File: src/rtl/dma_pkg.sv
// Shared types and default sizing for the word-granular DMA copy engine.
package dma_pkg;

  typedef enum logic [1:0] {
    StIdle = 2'd0,
    StRd   = 2'd1,
    StWr   = 2'd2,
    StDone = 2'd3
  } dma_state_e;

  localparam int unsigned DmaAddrW    = 16;
  localparam int unsigned DmaLenW     = 16;
  localparam int unsigned DmaDataW    = 16;
  localparam int unsigned DmaWordStep = 2;

endpackage

File: src/rtl/dma_addr_gen.sv
// Source/destination address counters and remaining-word counter for one transfer.
module dma_addr_gen
  import dma_pkg::*;
#(
  parameter int unsigned ADDR_W    = DmaAddrW,
  parameter int unsigned LEN_W     = DmaLenW,
  parameter int unsigned WORD_STEP = DmaWordStep
) (
  input  logic              clk_i,
  input  logic              reset_i,
  input  logic              load_i,
  input  logic              step_i,
  input  logic [ADDR_W-1:0] src_i,
  input  logic [ADDR_W-1:0] dst_i,
  input  logic [LEN_W-1:0]  len_i,
  output logic [ADDR_W-1:0] src_o,
  output logic [ADDR_W-1:0] dst_o,
  output logic [LEN_W-1:0]  remaining_o,
  output logic              last_o
);

  logic [ADDR_W-1:0] src_q, src_d;
  logic [ADDR_W-1:0] dst_q, dst_d;
  logic [LEN_W-1:0]  rem_q, rem_d;

  // Address increments wrap naturally at the register width.
  always_comb begin
    src_d = src_q;
    dst_d = dst_q;
    rem_d = rem_q;
    if (load_i) begin
      src_d = src_i;
      dst_d = dst_i;
      rem_d = len_i;
    end else if (step_i) begin
      src_d = src_q + ADDR_W'(WORD_STEP);
      dst_d = dst_q + ADDR_W'(WORD_STEP);
      rem_d = rem_q - LEN_W'(1);
    end
  end

  always_ff @(posedge clk_i or posedge reset_i) begin
    if (reset_i) begin
      src_q <= '0;
      dst_q <= '0;
      rem_q <= '0;
    end else begin
      src_q <= src_d;
      dst_q <= dst_d;
      rem_q <= rem_d;
    end
  end

  assign src_o       = src_q;
  assign dst_o       = dst_q;
  assign remaining_o = rem_q;
  assign last_o      = (rem_q == LEN_W'(1));

endmodule

File: src/rtl/dma_copy_engine.sv
// Memory-to-memory DMA initiator: read a word, hold it, write it; kill stops bus cycles at once.
module dma_copy_engine
  import dma_pkg::*;
#(
  parameter int unsigned ADDR_W    = DmaAddrW,
  parameter int unsigned LEN_W     = DmaLenW,
  parameter int unsigned WORD_STEP = DmaWordStep
) (
  input  logic                clk_i,
  input  logic                reset_i,
  input  logic [ADDR_W-1:0]   cfg_src_i,
  input  logic [ADDR_W-1:0]   cfg_dst_i,
  input  logic [LEN_W-1:0]    cfg_len_i,
  input  logic                start_i,
  input  logic                kill_i,
  input  logic                dma_ready_i,
  input  logic [DmaDataW-1:0] dma_din_i,
  output logic [ADDR_W-1:0]   dma_addr_o,
  output logic                dma_en_o,
  output logic                dma_we_o,
  output logic [DmaDataW-1:0] dma_dout_o,
  output logic                busy_o,
  output logic                done_o,
  output logic                aborted_o,
  output logic [LEN_W-1:0]    remaining_o
);

  dma_state_e          state_q, state_d;
  logic [DmaDataW-1:0] data_q, data_d;
  logic                aborted_q, aborted_d;
  logic                load, step, capture, last;
  logic [ADDR_W-1:0]   src, dst;

  dma_addr_gen #(
    .ADDR_W   (ADDR_W),
    .LEN_W    (LEN_W),
    .WORD_STEP(WORD_STEP)
  ) u_addr_gen (
    .clk_i      (clk_i),
    .reset_i    (reset_i),
    .load_i     (load),
    .step_i     (step),
    .src_i      (cfg_src_i),
    .dst_i      (cfg_dst_i),
    .len_i      (cfg_len_i),
    .src_o      (src),
    .dst_o      (dst),
    .remaining_o(remaining_o),
    .last_o     (last)
  );

  // A beat coinciding with kill is neither captured nor counted.
  always_comb begin
    state_d   = state_q;
    aborted_d = aborted_q;
    load      = 1'b0;
    step      = 1'b0;
    capture   = 1'b0;
    unique case (state_q)
      StIdle: begin
        if (start_i && !kill_i) begin
          aborted_d = 1'b0;
          if (cfg_len_i != '0) begin
            load    = 1'b1;
            state_d = StRd;
          end else begin
            state_d = StDone;
          end
        end
      end
      StRd: begin
        if (kill_i) begin
          state_d   = StIdle;
          aborted_d = 1'b1;
        end else if (dma_ready_i) begin
          capture = 1'b1;
          state_d = StWr;
        end
      end
      StWr: begin
        if (kill_i) begin
          state_d   = StIdle;
          aborted_d = 1'b1;
        end else if (dma_ready_i) begin
          step    = 1'b1;
          state_d = last ? StDone : StRd;
        end
      end
      StDone: state_d = StIdle;
      default: state_d = StIdle;
    endcase
  end

  assign data_d = capture ? dma_din_i : data_q;

  always_ff @(posedge clk_i or posedge reset_i) begin
    if (reset_i) begin
      state_q   <= StIdle;
      data_q    <= '0;
      aborted_q <= 1'b0;
    end else begin
      state_q   <= state_d;
      data_q    <= data_d;
      aborted_q <= aborted_d;
    end
  end

  always_comb begin
    dma_addr_o = '0;
    unique case (state_q)
      StRd:    dma_addr_o = src;
      StWr:    dma_addr_o = dst;
      default: dma_addr_o = '0;
    endcase
  end

  assign dma_en_o    = ((state_q == StRd) || (state_q == StWr)) && !kill_i;
  assign dma_we_o    = (state_q == StWr);
  assign dma_dout_o  = data_q;
  assign busy_o      = (state_q != StIdle);
  assign done_o      = (state_q == StDone);
  assign aborted_o   = aborted_q;

endmodule
File: config.mk
export PLATFORM = sky130hd
export DESIGN_NAME = dma_copy_engine
export DESIGN_NICKNAME = d
export VERILOG_FILES = /design/src/rtl/dma_pkg.sv /design/src/rtl/dma_addr_gen.sv /design/src/rtl/dma_copy_engine.sv
export SDC_FILE = /design/constraint.sdc
export NUM_CORES = 1
export LEC_CHECK = 0
export BUFFER_PORTS_ARGS = -buffer_cell sky130_fd_sc_hd__buf_2
export CAP_MARGIN = 15
export CELL_PAD_IN_SITES_DETAIL_PLACEMENT = 0
export CELL_PAD_IN_SITES_GLOBAL_PLACEMENT = 2
export CORE_MARGIN = 2
export CORE_UTILIZATION = 34
export CTS_BUF_LIST = sky130_fd_sc_hd__clkbuf_4 sky130_fd_sc_hd__clkbuf_8
export CTS_CLUSTER_SIZE = 25
export DETAILED_ROUTE_END_ITERATION = 8
export PLACE_DENSITY_LB_ADDON = 0.1
export SETUP_SLACK_MARGIN = 0.1
export SKIP_CTS_REPAIR_TIMING = 1
export SLEW_MARGIN = 20
export SYNTH_ARGS = -nofsm -noshare
export SYNTH_HDL_FRONTEND = slang
export SYNTH_SLANG_ARGS = --single-unit
File: constraint.sdc
create_clock -name clk_i -period 6.7 [get_ports clk_i]
set_clock_uncertainty 0.05 [all_clocks]
set_input_delay 1.34 -clock clk_i [delete_from_list [all_inputs] [get_ports clk_i]]
set_output_delay 1.34 -clock clk_i [all_outputs]
set_load 0.02 [all_outputs]
### After elaboration in Yosys (flattened, before gate mapping)

Index checks and enable logic that the tools add are counted.

| operators by class | value |
|---|---|
| add/subtract/negate cells | 3 |
| eq/ne operators | 8 |
| muxes and demuxes | 25 |
| reductions and logical operators | 12 |

Operators with widths:

| kind | count |
|---|---|
| 2-to-1 mux 16 bit | 6 |
| adder 16 x 2 -> 16 bit (second input constant) | 2 |
| case mux 16 bit (2 select lines) | 1 |
| equality test 16 x 1 -> 1 bit (second input constant) | 1 |
| nonzero test 16 bit | 1 |
| subtractor 16 x 1 -> 16 bit (second input constant) | 1 |
| 2-to-1 mux 2 bit | 7 |
| 2-to-1 mux 1 bit | 9 |
| case mux 2 bit (4 select lines) | 1 |
| != test 3 bit (second input constant) | 2 |
| AND reduction 3 bit | 2 |
| nonzero test 2 bit | 3 |
| equality test 2 bit (second input constant) | 2 |
| equality test 2 x 1 -> 1 bit (second input constant) | 1 |
| logical AND 1 bit | 2 |
| zero test 2 bit | 1 |
| != test 2 x 1 -> 1 bit (second input constant) | 1 |
| != test 2 bit (second input constant) | 1 |
| case mux 1 bit (2 select lines) | 1 |
| OR reduction 2 bit | 1 |
| zero test 1 bit | 1 |
| logical OR 1 bit | 1 |

| storage, ports and cells | value |
|---|---|
| register bits | 67 |
| bits of input ports | 69 |
| output and inout port bits | 53 |
| logic and storage cells | 54 |

### Longest topological paths before layout

| logic depth | value |
|---|---|
| word-level depth | 5 |
| depth in mapped cells | 8 |
| mapped depth without buffers | 6 |

### Cells and area by module

Synthesis repeated with hierarchy kept, for this count alone.

| second synthesis, totals | value |
|---|---|
| cells, all modules | 402 |
| area, all modules | 3839.9 µm² |

Modules (own cells, without submodules):

| module | instances | cells each | area an instance (µm²) | sequential area each (µm²) |
|---|---|---|---|---|
| dma_addr_gen | 1 | 297 | 2652.5 | 1201.2 |
| dma_copy_engine | 1 | 105 | 1187.4 | 475.5 |

### Worst setup path after synthesis

OpenSTA, ideal clock, no wires.

| timing path | value |
|---|---|
| path kind | reg-to-output |
| start | reg state_q[0] |
| end | out dma_addr_o[11] |
| arrival time | 1.873 ns |
| required time | 5.310 ns |
| path slack | 3.437 ns |
| cell stages (with the launch flop) | 7 |
| path through | dfrtp_1 > inv_1 > ha_1 > clkbuf_1 > clkbuf_1 > a22oi_1 > nor2b_1 |

| between the ends | value |
|---|---|
| word-level cells in the longest chain between the ends | 2 |
| elaborated cells between the ends (all ways) | 3 |

Ends and longest elaborated chain:

| element | RTL line | source |
|---|---|---|
| start, declared | dma_copy_engine.sv:28 | `dma_state_e state_q, state_d;` |
| start signal, assigned | dma_copy_engine.sv:98 | `state_q <= StIdle;` |
| start signal, assigned | dma_copy_engine.sv:102 | `state_q <= state_d;` |
| equality test 2 bit | - |  |
| named net dma_we_o | dma_copy_engine.sv:20 | `output logic dma_we_o,` |
| case mux 16 bit (2 select lines) | dma_copy_engine.sv:110 | `unique case (state_q)` |
| end, declared | dma_copy_engine.sv:18 | `output logic [ADDR_W-1:0] dma_addr_o,` |

The timed path passes the listed nets, and every way through them passes these cells.

### Worst setup path after layout

| timing path | value |
|---|---|
| start | reg state_q[0] |
| end | out dma_addr_o[2] |

| between the ends | value |
|---|---|
| word-level cells in the longest chain between the ends | 2 |
| elaborated cells between the ends (all ways) | 3 |

Ends and longest elaborated chain:

| element | RTL line |
|---|---|
| equality test 2 bit or equality test 2 x 1 -> 1 bit (tied branches) | dma_copy_engine.sv:110 |
| case mux 16 bit (2 select lines) * | dma_copy_engine.sv:110 |

Every way passes the cells marked *; elsewhere a longest branch is shown, timed or not.

==> run_results.csv <==
group,metric,value,unit
detailed_routing,wire_per_inst,17.8,um
floorplanning,coreArea,0.0109,sq mm
global_routing,grt_pass1_wl,18.8,mm
synthesis,synth_async_sr_flop_share,100,%
clock_tree,worstSkewPairLatency,0.35,ns
synthesis,syn_area,0.00386,sq mm
synthesis,yosysSeqAreaShare,43.5,%
detailed_routing,ant_nets,0,
critical_path,cp_slowest_cell,"ha_1",
synthesis,syn_avg_cell_area,9.94,sq um
detailed_routing,totalWireLength,11.5,mm
floorplanning,dieArea,0.0122,sq mm
floorplanning,pin_count,122,
synthesis,yosysTopAreaCellShare,43.5,%
pwr,p_clk_share,14.6,%
cells_and_area,areaGrowthSynthToFinish,23.4,%
floorplanning,die_w,110,um
cells_and_area,final_layout_size_suffix_gt1_share,36.6,%
sta,rsz0062_at_grt,"no",
sta,fin_crit_sh,55.3,%
pwr,power_frac_comb,48.2,%
critical_path,r2r_slack,3.29,ns
floorplanning,die_h,110,um
detailed_routing,num_vias,3436,
detailed_routing,drt_pass1_iterations,4,
synthesis,synthTopCellsByCount,"dfrtp_1 (67), nor3_1 (40), xnor2_1 (36), mux2_2 (34), a21oi_1 (27)",
clock_tree,clockBufferDepth,2,
sta,relSlewSlack,32.6,%
critical_path,end_kind,"output port",
synthesis,ys.warnings.count,0,
pwr,p_total,2.32,mW
clock_tree,clk_pin_slew,0.08,ns
pwr,p_sw,1.06,mW
cells_and_area,multi_input_comb_area,0.00205,sq mm
cells_and_area,final_nets,576,
synthesis,yosys.area.top_type,"dfrtp_1",
synthesis,syn_nets,466,
detailed_routing,drt_iter0_drc,119,
sta,drv_slew,0,
pwr,power_frac_seq,37.1,%
cells_and_area,fin_area,0.00476,sq mm
synthesis,synthFlopType,"dfrtp_1",
critical_path,cp.required,5.31,ns
sta,finalSetupViolations,0,
pwr,p_leak,2.03,nW
pwr,internal_power,1.26,mW
global_routing,grt_max_degree,52,
critical_path,worstPathCellList,"inv_1, ha_1, a22oi_1, nor2b_1, buf_2",
pwr,sw_frac_of_total,45.6,%
sta,totalNegativeSetupSlack,0,ns
critical_path,worstSetupStartpointType,"flip-flop",
clock_tree,cts.sinks,67,
critical_path,arrival,2.31,ns
placement,portBuffers,121,
critical_path,slowest_delay,0.84,ns
hold_path,hold_class,"reg -> reg",
sta,hold_viol_final,0,
clock_tree,htreeDepth,3,
floorplanning,initial_utilization,35.3,%
placement,place_congestion,0.772,
flow_run,cap_violations,0,
placement,dpl_cell_area,0.00456,sq mm
synthesis,ys_types,37,
global_routing,antenna_found_initial,0,
global_routing,overflow,0,
global_routing,grt.total_usage,19.1,%
placement,hpwlAfterDp,8.07,mm
global_routing,grt_pass1_vias,3628,
clock_tree,cts_tree,"built",
outcome,status,"finished, final reports clean",
floorplanning,num_rows,38,
synthesis,ys_seq_elements,67,
clock_tree,root_buffer,"clkbuf_8",
sta,fmax,270,MHz
synthesis,syn_inst,388,
detailed_routing,drc,0,
pwr,power_density,487,mW/mm^2
sta,fin_crit,3.70,ns
clock_tree,cts_inserted_buffers,9,
synthesis,netlist_top_cells_area,"dfrtp_1 (43%), mux2_2 (9.9%), xnor2_1 (8.2%), nor3_1 (5.2%), a21oi_1 (3.5%)",
pwr,vdd_ir_drop_max,174,uV
critical_path,path_max_fanout,26,
synthesis,synth_most_common_cell,"dfrtp_1",
critical_path,critPathKind,"reg -> out",
cells_and_area,nFillCells,1112,
sta,tightestPinTransition,1.01,ns
cells_and_area,regArea,0.00168,sq mm
synthesis,synth_edf_count,0,
detailed_routing,vias_per_cell,5.34,
cells_and_area,n_antenna_cell,0,
==> power by group through the flow <==
stage | sequential, mW | combinational [mW] | clock [mW]
2_1_floorplan | 0.926 | 0.684 | 0
3_3_place_gp | 0.866 | 1.12 | 0
3_5_place_dp | 0.869 | 1.12 | 0
4_1_cts | 0.861 | 1.13 | 0.350
5_1_grt | 0.895 | 1.23 | 0.370
6_report | 0.861 | 1.12 | 0.340
==> layout make-up <==
type | count | area share (%)
multi-input combinational | 286 | 43.1
sequential | 67 | 35.2
timing repair buffer | 123 | 13.0
tap | 140 | 3.68
clock buffer | 9 | 2.60
clock inverter | 7 | 1.45
inverter | 11 | 0.868
==> worst max-delay path: cells and delay by family (launching register included) <==
family                   cells  cell delay [ns]
AO/OA/AOI/OAI                1             0.14
adder cells (fa/ha/maj)      1             0.84
buffers and inverters        2             0.32
flip-flops                   1             0.42
AND/OR/NAND/NOR              1             0.24
==> stage by stage <==
stage          utilization [%]  worst slack (ns)  cells  hold WS, ns
2_1_floorplan                -              3.44    388        0.430
3_3_place_gp              41.7              3.05    627        0.432
3_5_place_dp              41.7              3.05    627        0.438
4_1_cts                   43.5              2.98    643        0.458
5_1_grt                   43.5              2.82    643        0.471
6_report                  43.5              3.00    643        0.456
==> final timing paths <==
check / startpoint / endpoint / cells after the start
min reg2reg: dma_dout_o[9] / dma_dout_o[9] / 1
min in group asynchronous: reset_i / dma_dout_o[14] / 2
max in group asynchronous: reset_i / u_addr_gen.dst_o[10] / 3
max: state_q[0] / dma_addr_o[2] / 5
max reg2reg: state_q[0] / u_addr_gen.src_o[12] / 6
min: dma_dout_o[9] / dma_dout_o[9] / 1
==> layout by cell type, fill, tap and decap left out, types with 2 or more instances in the layout <==
| master | synthesis | routed |
|---|---|---|
| a21oi_1 | 27 | 27 |
| nor2_1 | 11 | 11 |
| buf_4 | 0 | 2 |
| nand4b_1 | 2 | 2 |
| nand2_1 | 15 | 14 |
| xnor2_1 | 36 | 36 |
| clkinvlp_4 | 0 | 2 |
| buf_2 | 5 | 121 |
| ha_1 | 9 | 9 |
| dfrtp_1 | 67 | 67 |
| and4b_1 | 2 | 2 |
| or3_1 | 2 | 2 |
| mux2_2 | 34 | 34 |
| xor2_1 | 2 | 2 |
| inv_1 | 11 | 10 |
| nand3_1 | 12 | 11 |
| a31o_2 | 2 | 2 |
| a22oi_1 | 16 | 16 |
| clkinv_2 | 0 | 3 |
| nor4_1 | 15 | 15 |
| clkbuf_8 | 0 | 9 |
| o31ai_1 | 3 | 3 |
| a31oi_1 | 7 | 7 |
| o21ai_0 | 2 | 2 |
| nand4_1 | 16 | 16 |
| nor2b_1 | 18 | 18 |
| nor3_1 | 40 | 40 |
| or4_1 | 3 | 3 |
==> per-layer routing <==
layer  part of all wire [%]  global-route usage, %  wire length (um)
met3                    4.4                   3.90               501
met4                    1.4                   6.00               156
met1                     46                   24.3              5220
met2                     49                   32.6              5590
met5                      0                      0                 0
==> cells by family after synthesis <==
| family | count (synthesis) | synth area share [%] |
|---|---|---|
| AO/OA/AOI/OAI | 59 | 9.57 |
| XOR/XNOR | 38 | 8.63 |
| adder cells (fa/ha/maj) | 9 | 2.92 |
| buffers and inverters | 35 | 3.57 |
| flip-flops | 67 | 43.5 |
| multiplexers | 34 | 9.93 |
| AND/OR/NAND/NOR | 146 | 21.9 |
==> state kept, by name (all words and copies together), names as in the netlist <==
register,flops
aborted_o,1
dma_dout_o,16
state_q,2
u_addr_gen.dst_o,16
u_addr_gen.remaining_o,16
u_addr_gen.src_o,16
(Power assumes the default switching activity.)
